### src/rtl/column_feeder.sv
// rtl/column_feeder.sv - serialises packed pixel words into the column buffer write port
//
// Ports:
//   clk        rising-edge clock
//   reset      synchronous active-low reset
//   in_valid   packed input word valid
//   in_data    PACK pixels, lane 0 in the low DATA_WIDTH bits
//   in_ready   word accepted when in_valid & in_ready
//   wr_req_p   pixel write strobe to column_serial
//   wr_data_p  pixel written with wr_req_p
//   rd_req_p   copy of the consumer's read strobe
//   level      pixels written and not yet read (0..DEPTH)
//   col_done   pulses together with the last pixel write of a column
//   err_udf    sticky: read seen while level was 0
module column_feeder #(
    parameter int DATA_WIDTH = 8,
    parameter int ADDR_WIDTH = 6,
    parameter int PACK       = 4,
    parameter int COL_LEN    = 32
) (
    input  logic                         clk,
    input  logic                         reset,
    input  logic                         in_valid,
    input  logic [PACK*DATA_WIDTH-1:0]   in_data,
    output logic                         in_ready,
    output logic                         wr_req_p,
    output logic [DATA_WIDTH-1:0]        wr_data_p,
    input  logic                         rd_req_p,
    output logic [ADDR_WIDTH:0]          level,
    output logic                         col_done,
    output logic                         err_udf
);

    localparam int DEPTH = 1 << ADDR_WIDTH;
    localparam int LW    = (PACK > 1) ? $clog2(PACK) : 1;
    localparam int PW    = $clog2(PACK + 1);
    localparam int LVW   = ADDR_WIDTH + 2;
    localparam logic [ADDR_WIDTH:0] FULL = (ADDR_WIDTH + 1)'(DEPTH);

    typedef enum logic {IDLE, SHIFT} state_t;

    state_t                      state_q, state_d;
    logic [PACK*DATA_WIDTH-1:0]  shreg_q, shreg_d;
    logic [PW-1:0]               pending_q, pending_d;
    logic [LW-1:0]               lane_q, lane_d;
    logic [ADDR_WIDTH:0]         level_q, level_d;
    logic [15:0]                 col_cnt_q, col_cnt_d;
    logic                        wr_req_q, wr_req_d;
    logic [DATA_WIDTH-1:0]       wr_data_q, wr_data_d;
    logic                        col_done_q, col_done_d;
    logic                        err_udf_q, err_udf_d;

    logic                        accept;
    logic [DATA_WIDTH-1:0]       lane_pix;
    logic [LVW-1:0]              lvl_sum;

    always_comb begin
        // Budget counts the word still being shifted so level can never exceed DEPTH,
        // even if the consumer stops reading.
        in_ready = reset && (pending_q <= PW'(1)) &&
                   (({1'b0, level_q} + LVW'(pending_q) + LVW'(PACK)) <= LVW'(DEPTH));
        accept   = in_valid && in_ready;

        lane_pix = '0;
        for (int i = 0; i < PACK; i++) begin
            if (LW'(i) == lane_q) begin
                lane_pix = shreg_q[i*DATA_WIDTH +: DATA_WIDTH];
            end
        end

        state_d    = state_q;
        shreg_d    = shreg_q;
        pending_d  = pending_q;
        lane_d     = lane_q;
        wr_req_d   = 1'b0;
        wr_data_d  = wr_data_q;
        col_cnt_d  = col_cnt_q;
        col_done_d = 1'b0;
        err_udf_d  = err_udf_q;

        if (state_q == SHIFT && pending_q != '0) begin
            wr_req_d  = 1'b1;
            wr_data_d = lane_pix;
            lane_d    = lane_q + LW'(1);
            pending_d = pending_q - PW'(1);
        end

        // An accept while the last lane goes out overrides the countdown, giving
        // gap-free back-to-back words.
        if (accept) begin
            shreg_d   = in_data;
            pending_d = PW'(PACK);
            lane_d    = '0;
            state_d   = SHIFT;
        end else if (pending_d == '0) begin
            state_d = IDLE;
        end

        // level tracks the strobe being presented, so it rises with wr_req_p.
        lvl_sum = {1'b0, level_q} + LVW'(wr_req_d);
        if (rd_req_p) begin
            if (level_q != '0) begin
                lvl_sum = lvl_sum - LVW'(1);
            end else begin
                err_udf_d = 1'b1;
            end
        end
        level_d = lvl_sum[ADDR_WIDTH:0];

        if (wr_req_d) begin
            if (col_cnt_q == 16'(COL_LEN - 1)) begin
                col_cnt_d  = '0;
                col_done_d = 1'b1;
            end else begin
                col_cnt_d = col_cnt_q + 16'd1;
            end
        end
    end

    always_ff @(posedge clk) begin
        if (!reset) begin
            state_q    <= IDLE;
            shreg_q    <= '0;
            pending_q  <= '0;
            lane_q     <= '0;
            level_q    <= '0;
            col_cnt_q  <= '0;
            wr_req_q   <= 1'b0;
            wr_data_q  <= '0;
            col_done_q <= 1'b0;
            err_udf_q  <= 1'b0;
        end else begin
            assert (!(wr_req_d && level_q == FULL))
                else $error("column_feeder: write issued with buffer full");
            state_q    <= state_d;
            shreg_q    <= shreg_d;
            pending_q  <= pending_d;
            lane_q     <= lane_d;
            level_q    <= level_d;
            col_cnt_q  <= col_cnt_d;
            wr_req_q   <= wr_req_d;
            wr_data_q  <= wr_data_d;
            col_done_q <= col_done_d;
            err_udf_q  <= err_udf_d;
        end
    end

    assign wr_req_p  = wr_req_q;
    assign wr_data_p = wr_data_q;
    assign level     = level_q;
    assign col_done  = col_done_q;
    assign err_udf   = err_udf_q;

endmodule

### config.mk
export PLATFORM = sky130hd
export DESIGN_NAME = column_feeder
export DESIGN_NICKNAME = d
export VERILOG_FILES = /design/src/rtl/column_feeder.sv
export SDC_FILE = /design/constraint.sdc
export NUM_CORES = 1
export LEC_CHECK = 0
export CORE_MARGIN = 2
export CORE_UTILIZATION = 45
export CTS_CLUSTER_DIAMETER = 30
export DETAILED_ROUTE_END_ITERATION = 8
export HOLD_SLACK_MARGIN = 0.02
export PLACE_DENSITY_LB_ADDON = 0.05
export SYNTH_ARGS = -nofsm -noshare
export SYNTH_HDL_FRONTEND = slang
export SYNTH_SLANG_ARGS = --single-unit
export TNS_END_PERCENT = 1
### constraint.sdc
create_clock -name clk -period 4 [get_ports clk]
set_clock_uncertainty 0.15 [all_clocks]
set_input_delay 0.4 -clock clk [delete_from_list [all_inputs] [get_ports clk]]
set_output_delay 0.4 -clock clk [all_outputs]
set_load 0.01 [all_outputs]
==> flow_metrics.py <==
metrics = {
    "run_status": {
        "status": "completed",
    },
    "synthesis": {
        "synth_edf_count": 0,
        "synthArstFlopShare_pct": 0,
        "yosysWarnings": 0,
        "post_synth.cell_area_avg_um2": 8.66,
        "syn_nets": 470,
        "synthFlopType": "dfxtp_1",
        "ys_ff_latch": 72,
        "synth_top_area_share_pct": 40.0,
        "seq_area_frac_synth_pct": 40.0,
        "yosysTopAreaCell": "dfxtp_1",
        "synth_area_leaders": "dfxtp_1 (40%), mux2i_1 (8.9%), nand2_1 (6.6%)",
        "yosysUniqueCellTypes": 45,
        "syn_area_um2": 3600,
        "synthCells": 416,
    },
    "routing": {
        "first_pass_iters": 4,
        "drtIter0Drc": 79,
        "drc": 0,
        "drt-wirelength-per-cell_um": 12.6,
        "viasPerCell": 5.01,
        "routed_wl_mm": 7.20,
        "vias": 2866,
        "ant_nets": 0,
    },
    "layout": {
        "drive_gt1_share_pct": 6.81,
        "syn_to_final_growth_pct": 22.6,
        "fillers": 706,
        "fin_nets": 519,
        "final_cell_mix": "dfxtp_1 (71), nand2_1 (63), clkdlybuf4s50_1 (54)",
        "final_common_cell": "dfxtp_1",
        "n_antenna_cell": 0,
        "final_cells": 572,
    },
    "sta": {
        "clock.fmax_mhz": 274,
        "maxSlewHeadroom_pct": 58.4,
        "period_share_pct": 91.4,
        "rsz0062_at_grt": "no",
        "whs_ns": 0.314,
        "period_needed_ns": 3.66,
        "fin_setup_tns_ns": 0,
        "hold_violations": 0,
        "worst_pin_slew_ns": 0.624,
        "drv_slew": 0,
        "finalSetupViolCount": 0,
    },
    "critical_path": {
        "cpLargestDelayFamily": "adder cells",
        "crit_arrival_ns": 3.11,
        "crit_fanout": 7,
        "path_cells": "inv_1 -> ha_1 -> fa_1 -> xor2_1 -> nand3_1 -> nor4_4 -> nor4_1 -> nor3b_1 -> clkdlybuf4s50_1",
        "crit_buf_inv": 2,
        "endpoint_kind": "output pin",
        "worstSetupPathType": "reg -> out",
        "reg2reg_slack_ns": 0.94,
        "critPathMaxStageDelay_ns": 0.56,
        "slowest_stage": "clkdlybuf4s50_1",
        "start_kind": "flop",
        "cp.required_ns": 3.45,
    },
    "floorplanning": {
        "die_w_um": 93.5,
        "die_area_um2": 8740,
        "ios": 55,
        "design.core.area_um2": 7730,
        "placementRows": 32,
        "die_h_um": 93.5,
        "initial_core_util_pct": 46.6,
    },
    "pwr": {
        "vdd_drop_max_mv": 0.198,
        "p_leak_nw": 1.99,
        "p_per_area_nw_per_um2": 483,
    },
    "clock_tree": {
        "h-tree-depth": 3,
        "cts_tree": "done",
        "cts_buffers": 9,
        "cts_buffer_depth": 2,
        "cts_setup_buffers": 0,
        "cts.sinks": 72,
        "clkTransAtPathRegs_ns": 0.08,
        "cts_root_buffer": "clkbuf_8",
        "clk_latency_ns": 0.34,
    },
    "global_routing": {
        "grt_max_degree": 46,
        "grt_pass1_wl_mm": 12.4,
        "grt.total_usage_pct": 17.7,
        "grt_pass1_vias": 2787,
        "antenna_found_initial": 0,
        "grt-ovfl-total": 0,
    },
    "flow_run": {
        "maxCapViolations": 0,
    },
    "placed_design": {
        "gp_congestion": 0.801,
        "portBuffers": 54,
        "dpl.hpwl_mm": 5.02,
        "dp.cells": 556,
    },
    "worst_hold_path": {
        "hold_class": "reg -> reg",
    },
}
==> kinds of logic (layout without fill, tap and decap cells) <==
group	Yosys count	after routing	share of synthesized area [%]
simple gates	149	149	20.4
compound gates	52	52	10.1
fa+ha+maj	18	18	6.46
buf+inv	65	119	7.36
xor+xnor	28	28	6.81
mux	32	32	8.89
flops	72	72	40.0
==> where the power goes <==
group          switching (mW)  total [mW]  leakage (nW)  internal [mW]
Sequential             0.0934       0.899         0.589          0.806
Combinational           0.315       0.665          1.31          0.350
Clock                   0.279       0.570        0.0929          0.290
Total                   0.687        2.13          1.99           1.45
==> flip-flops by register name, indices dropped and copies added (netlist names) <==
| signal | count |
|---|---|
| col_cnt_q | 16 |
| col_done | 1 |
| err_udf | 1 |
| lane_q | 2 |
| level | 7 |
| pending_q | 3 |
| shreg_q | 32 |
| state_q | 1 |
| wr_data_p | 8 |
| wr_req_p | 1 |
==> final cells by class <==
class / count / area, µm² / area share, %
multi-input cells: 279 / 1920 / 43.4
flip-flops and latches: 72 / 1440 / 32.7
repair buffers: 57 / 563 / 12.7
inverters: 46 / 173 / 3.91
clock buffers: 10 / 128 / 2.89
well taps: 102 / 128 / 2.89
clock inverters: 6 / 67.6 / 1.53
==> path summary, 6_finish.rpt <==
kind / startpoint / endpoint / depth (start not counted)
max reg2reg: level[2] / shreg_q[1] / 9
min: shreg_q[18] / shreg_q[18] / 2
max: level[2] / in_ready / 9
min reg2reg: shreg_q[18] / shreg_q[18] / 2
==> through the flow <==
stage / utilization [%] / worst slack (ns) / power [mW] / instance area [µm²]
after detailed placement: 54.5 / 0.582 / 1.58 / 4210
after global placement: 54.5 / 0.660 / 1.56 / 4210
after floorplan: - / 1.13 / 1.35 / 3600
after CTS: 57.0 / 0.193 / 2.15 / 4410
after global routing: 57.2 / 0.104 / 2.28 / 4420
final: 57.2 / 0.345 / 2.13 / 4420
==> repair_timing <==
action,CTS,global route
resized for setup,0,2
hold buffers,0,0
setup endpoints to repair,0,1
==> worst min-delay path, delay by kind of cell (launching register included) <==
family	cells	cell delay [ns]
flops	1	0.31
mux	1	0.05
simple gates	1	0.05
==> Yosys cell counts (10+ instances only) <==
cell / number
dfxtp_1: 72
nand2_1: 63
inv_1: 45
nor2_1: 33
mux2i_1: 32
a21oi_1: 23
ha_1: 17
xor2_1: 15
xnor2_1: 13
clkbuf_1: 10
nand3b_1: 10
==> layer usage <==
metal	track usage [%]	up-vias	part of all wire, %
met5	0	-	0
met1	21.3	1319	46
met3	4.11	4	3.4
met4	5.51	0	0.83
li1	-	1490	-
met2	31.1	53	50
(Power assumes the default switching activity.)
